**config.mk**
```make
export PLATFORM = sky130hd
export DESIGN_NAME = stream_downsizer
export DESIGN_NICKNAME = d
export VERILOG_FILES = /design/src/rtl/stream_downsizer.sv
export SDC_FILE = /design/constraint.sdc
export NUM_CORES = 1
export LEC_CHECK = 0
export CORE_UTILIZATION = 48
export CTS_CLUSTER_DIAMETER = 30
export CTS_CLUSTER_SIZE = 40
export DETAILED_ROUTE_END_ITERATION = 10
export GPL_TIMING_DRIVEN = 0
export PLACE_DENSITY = 0.93
export REMOVE_ABC_BUFFERS = 1
export SETUP_SLACK_MARGIN = 0.02
export SKIP_CTS_REPAIR_TIMING = 1
export SLEW_MARGIN = 20
export SYNTH_ARGS = -nofsm -noshare
export SYNTH_HDL_FRONTEND = slang
export SYNTH_SLANG_ARGS = --single-unit
```
**constraint.sdc**
```tcl
create_clock -name clk -period 5.2 [get_ports clk]
set_input_delay 0.52 -clock clk [delete_from_list [all_inputs] [get_ports clk]]
set_output_delay 0.52 -clock clk [all_outputs]
set_load 0.005 [all_outputs]
```
**src/rtl/stream_downsizer.sv**
```systemverilog
// rtl/stream_downsizer.sv - serialises wide FIFO words into narrow beats, LSB slice first
// Each word carries its own beat count; the final beat of every word is flagged with out_last.
module stream_downsizer #(
   parameter int WIDTH = 32,
   parameter int RATIO = 4,
   localparam int OUT_W = WIDTH / RATIO,
   localparam int LEN_W = (RATIO > 2) ? $clog2(RATIO) : 1
) (
   input  logic             clk,
   input  logic             reset,
   input  logic [WIDTH-1:0] in_data,
   input  logic [LEN_W-1:0] in_len,
   input  logic             in_val,
   output logic             in_rdy,
   output logic [OUT_W-1:0] out_data,
   output logic             out_last,
   output logic             out_val,
   input  logic             out_rdy,
   output logic             busy
);

   typedef enum logic {IDLE, SEND} state_t;

   localparam logic [LEN_W:0] MAX_LEN = (LEN_W + 1)'(RATIO - 1);

   state_t           state;
   logic [WIDTH-1:0] hold_data;
   logic [LEN_W-1:0] hold_len;
   logic [LEN_W-1:0] idx;
   logic [LEN_W-1:0] len_clamped;
   logic [OUT_W-1:0] slices [RATIO];

   for (genvar k = 0; k < RATIO; k++) begin : g_slice
      assign slices[k] = hold_data[k*OUT_W +: OUT_W];
   end

   // Only reachable for non-power-of-two RATIO, where in_len can encode more beats than exist.
   always_comb begin
      len_clamped = in_len;
      if ({1'b0, in_len} > MAX_LEN)
         len_clamped = MAX_LEN[LEN_W-1:0];
   end

   assign out_data = slices[idx];
   assign out_last = out_val && (idx == hold_len);
   assign busy     = out_val;

   // Refill is allowed in the same cycle the last beat leaves, so words stream without a bubble.
   always_comb begin
      in_rdy = 1'b0;
      if (!reset)
         in_rdy = (state == IDLE) || (state == SEND && out_val && out_rdy && out_last);
   end

   always_ff @(posedge clk) begin
      if (reset) begin
         state   <= IDLE;
         idx     <= '0;
         out_val <= 1'b0;
      end else begin
         case (state)
            IDLE: begin
               if (in_val) begin
                  hold_data <= in_data;
                  hold_len  <= len_clamped;
                  idx       <= '0;
                  out_val   <= 1'b1;
                  state     <= SEND;
               end
            end
            SEND: begin
               if (out_rdy) begin
                  if (idx != hold_len) begin
                     idx <= idx + 1'b1;
                  end else if (in_val) begin
                     hold_data <= in_data;
                     hold_len  <= len_clamped;
                     idx       <= '0;
                  end else begin
                     out_val <= 1'b0;
                     state   <= IDLE;
                  end
               end
            end
            default: begin
               state   <= IDLE;
               out_val <= 1'b0;
            end
         endcase
      end
   end

endmodule

```
Yosys cells after proc, flatten, opt, wreduce, memory -nomap -nowiden
Cells that the tools add are included.
{"block": "op_classes", "add_sub_neg": 1, "order_cmp": 1, "eq_ne": 6, "n_mux": 25, "n_bitwise": 3, "reduce_logical": 7}
{"cell": "$mux 32", "n": 3}
{"cell": "$pmux 32 s2", "n": 1}
{"cell": "$bmux 8 s2", "n": 1}
{"cell": "$mux 8", "n": 2}
{"cell": "$mux 2", "n": 6}
{"cell": "$mux 1", "n": 8}
{"cell": "$ne 2x2->1 const B", "n": 4}
{"cell": "$pmux 2 s2", "n": 2}
{"cell": "$logic_and 1x1->1", "n": 4}
{"cell": "$pmux 1 s2", "n": 2}
{"cell": "$reduce_and 4->1", "n": 1}
{"cell": "$ge 3x3->1 const B", "n": 1}
{"cell": "$not 2->3", "n": 1}
{"cell": "$reduce_and 3->1", "n": 1}
{"cell": "$add 2x1->2 const B", "n": 1}
{"cell": "$eq 2x2->1", "n": 1}
{"cell": "$ne 2x2->1", "n": 1}
{"cell": "$not 1->1", "n": 2}
{"cell": "$logic_or 1x1->1", "n": 1}
{"block": "word_totals", "regBits": 38, "input_bits": 38, "out_inout_bits": 12, "word_cells": 48}

Logic depth before layout (Yosys ltp)
{"block": "depth", "ltp_word": 5, "ltp_mapped": 5, "ltp_nobuf": 4}

Worst setup path after synthesis
No wires, ideal clock.
{"block": "synth_timing", "path_kind": "reg2reg", "start": "register hold_len[0]", "end": "register hold_data[0] (enable)", "setup_ns": 0.437, "t_arrival_ns": 2.565, "required_time_ns": 4.763, "slack_ns": 2.198, "stages_incl_launch_ff": 5, "n_path_buf": 0, "period_less_slack_ns": 3.002, "cell_sequence": "edfxtp_1 > xor2_1 > nor2_1 > nand2_1 > a21oi_1"}
{"block": "synth_via", "elab_chain_len": 3}
{"item": "start: declaration", "line": "28", "text": "logic [LEN_W-1:0] hold_len;"}
{"item": "start signal: assignment", "line": "65", "text": "hold_len <= len_clamped;"}
{"item": "start signal: assignment", "line": "77", "text": "hold_len <= len_clamped;"}
{"item": "$ne 2x2->1", "line": "73", "text": "if (idx != hold_len) begin"}
{"item": "$ne 2x2->1 (no line)"}
{"item": "$reduce_and 3->1 (no line)"}
{"item": "end signal: assignment", "line": "64", "text": "hold_data <= in_data;"}
{"item": "end signal: assignment", "line": "76", "text": "hold_data <= in_data;"}
{"item": "end: declaration", "line": "27", "text": "logic [WIDTH-1:0] hold_data;"}
Every way passes these cells.
A chain may end at the register's enable or synchronous reset.

Worst setup path in the final report
{"block": "layout_timing", "start": "register idx[0]", "end": "output port in_rdy"}
{"block": "layout_via", "elab_chain_len": 5}
{"item": "start: declaration", "line": "29", "text": "logic [LEN_W-1:0] idx;"}
{"item": "start signal: assignment", "line": "74", "text": "idx <= idx + 1'b1;"}
{"item": "$eq 2x2->1", "line": "45", "text": "assign out_last = out_val && (idx == hold_len);"}
{"item": "$logic_and 1x1->1", "line": "45"}
{"item": "$logic_and 1x1->1", "line": "52", "text": "in_rdy = (state == IDLE) || (state == SEND && out_val && out_rdy && out_last);"}
{"item": "$logic_or 1x1->1", "line": "52"}
{"item": "$mux 1", "line": "51", "text": "if (!reset)"}
{"item": "end: declaration", "line": "14", "text": "output logic in_rdy,"}
Every way passes these cells.

==> reports/results.txt <==
Period utilisation layout - 0.568
I/O pin count - 50
Most used DFF post-synth - edfxtp_1
Vias in the first global route - 1001
Setup-failing EPs final - 0
Final Max Tran Viols - 0
Count of buffers from port buffering - 49
Ant. Diodes - 0
Sequential area share after synthesis - 0.741
Final-report hold violation count - 0
Post-Place Worst Slack - 2.59 ns
Failing checks - DRC
Power per cell area - 276 mW/mm²
FILL cells - 184
First-pass GRT wire length - 4510 µm
Total Power - 0.575 mW
Setup Skew - 0.0120 ns
Mapped cell area - 0.00149 mm²
Synth area leader - edfxtp_1
CP Capture Type - primary output
Post-synth top cells - edfxtp_1, mux4_2, a21oi_1, dfxtp_1
Die area - 0.00332 mm²
Hold Crit Class - register to register
CTS Buffer Depth - 2
Placed cell count - 156
DR vias - 930
CP Max Fanout - 14
Avg Cell Area, Syn - 18.8 µm²
TNS Setup - 0 ns
RSZ-0062 raised after global routing - false
CP max stage cell - dfxtp_1
Asr flop ratio synth - 0
Worst-path cell chain - xor2_1 > nor2_1 > nand3_1 > a21oi_1 > clkdlybuf4s50_1
Layout area overhead - 40.3%
Slew at the pin closest to its max-slew limit - 0.719 ns
Drt wl/cell - 17.3 µm
Antenna viol nets, final - 0
Worst-case vdd ir drop - 0.192 mV
Top cells by area, synth - edfxtp_1, mux4_2, dfxtp_1
Drt total wl - 2840 µm
Status - complete, but fails checks
Ratio of cells with drive above 1 in the final layout - 0.113
Chip Width - 57.6 µm
Residual DRC count - 3
Gr usage total - 0.196
Inserted Clock Buffers - 5
Post-synthesis cell count - 79
Worst Path Arrival - 2.44 ns
Post-DR vias/cell - 5.67
Final min period - 2.96 ns
Std cell rows - 19
CP Launch Type - register
Clk slew on worst S/H paths - 0.11 ns
Largest net degree at the start of global routing - 19
Finished Layout Cells - 164
Yosys top cell area share - 0.687
Core area - 0.00285 mm²
Buf/Inv on CP - 1
Max-cap violations - 0
Initial DRC Count - 49
Number of synthesized flops with an enable pin - 34
GPL Wtd Cong - 0.749
Initial Util - 0.521
Max-Slew Margin vs Limit - 0.520
CP delay by family, top - flip-flops
Most frequent cell after synthesis - edfxtp_1
CTS tree - yes
Overflow after GRT - 0
CTS H-tree lvls - 2
Synth warn - 0
CP Class - register to primary output
Fmax - 0.338 GHz
Clock root buffer - clkbuf_4
Initial antenna violation count - 0
DPL Wire Length - 2090 µm
P_leak - 0.688 nW
Netlist cell types - 26
1st-pass router iterations - 7
#FFs+latches synth - 38
Height of the die - 57.6 µm
Clk_lat worst skew - 0.34 ns
Clk sink count - 38
WP data required - 4.68 ns
Worst path max stage delay - 0.80 ns
Nets - 170
Final worst slack - 2.24 ns
-- power breakdown --
part	total [mW]	internal, mW	switching (mW)	leakage [nW]
clock network	0.144	0.0508	0.0935	0.0297
registers	0.358	0.348	0.00935	0.348
logic	0.0732	0.0507	0.0226	0.311
-- layer usage --
| layer | vias to the layer above | GRT usage | part of all wire |
|---|---|---|---|
| met4 | 0 | 0.105 | 0.013 |
| met3 | 4 | 0.0670 | 0.081 |
| met1 | 447 | 0.210 | 0.37 |
| met2 | 56 | 0.342 | 0.54 |
| li1 | 423 | - | - |
| met5 | - | 0 | 0 |
-- worst min-delay path, stage by stage, from the launching register on --
cell      delay (ns)
dfxtp_1         0.36
a21oi_1         0.15
a311oi_1        0.07
-- cell type report --
cell class,count,area (µm²),share of cell area
well taps,31,38.8,0.0186
inverters,2,7.51,0.00360
clock inverters,2,8.76,0.00420
multi-input cells,35,368,0.177
flip-flops and latches,38,1100,0.529
clock buffers,6,41.3,0.0198
repair buffers,50,518,0.249
-- flip-flops by register name, indices dropped and copies added (netlist names) --
signal,count
hold_data,32
hold_len,2
idx,2
busy,1
state,1
-- stage by stage --
step / util / hold slack [ns] / instance area [µm²]
2_1_floorplan: - / 0.524 / 1470
3_5_place_dp: 0.713 / 0.562 / 2030
4_1_cts: 0.730 / 0.580 / 2080
3_3_place_gp: 0.699 / 0.537 / 1990
6_report: 0.730 / 0.612 / 2080
5_1_grt: 0.730 / 0.667 / 2080
-- cells in the final DEF, fill, tap and decap left out, types with 2 or more instances in the layout --
cell type        instances
nor2b_1                  2
xor2_1                   2
mux4_2                   7
inv_1                    2
dfxtp_1                  4
nand2_1                  2
clkbuf_4                 5
edfxtp_1                34
o21ai_0                  2
clkdlybuf4s50_1         49
nor3b_1                  2
a21oi_1                  3
and2_1                   2
-- cell families after synthesis --
| kind of cell | after synthesis | share of synthesized area |
|---|---|---|
| AO/OA/AOI/OAI | 10 | 0.0404 |
| multiplexers | 9 | 0.131 |
| flip-flops | 38 | 0.741 |
| buffers and inverters | 6 | 0.0185 |
| XOR/XNOR | 2 | 0.0118 |
| AND/OR/NAND/NOR | 14 | 0.0573 |
-- worst paths after layout --
path / startpoint / endpoint / slack [ns] / cells after the start
max: idx[0] / in_rdy / 2.24 / 5
min: busy / busy / 0.61 / 2
max reg2reg: idx[0] / hold_data[26] / 2.68 / 5
min reg2reg: busy / busy / 0.61 / 2
No activity file was read; power rests on OpenSTA's default activity.
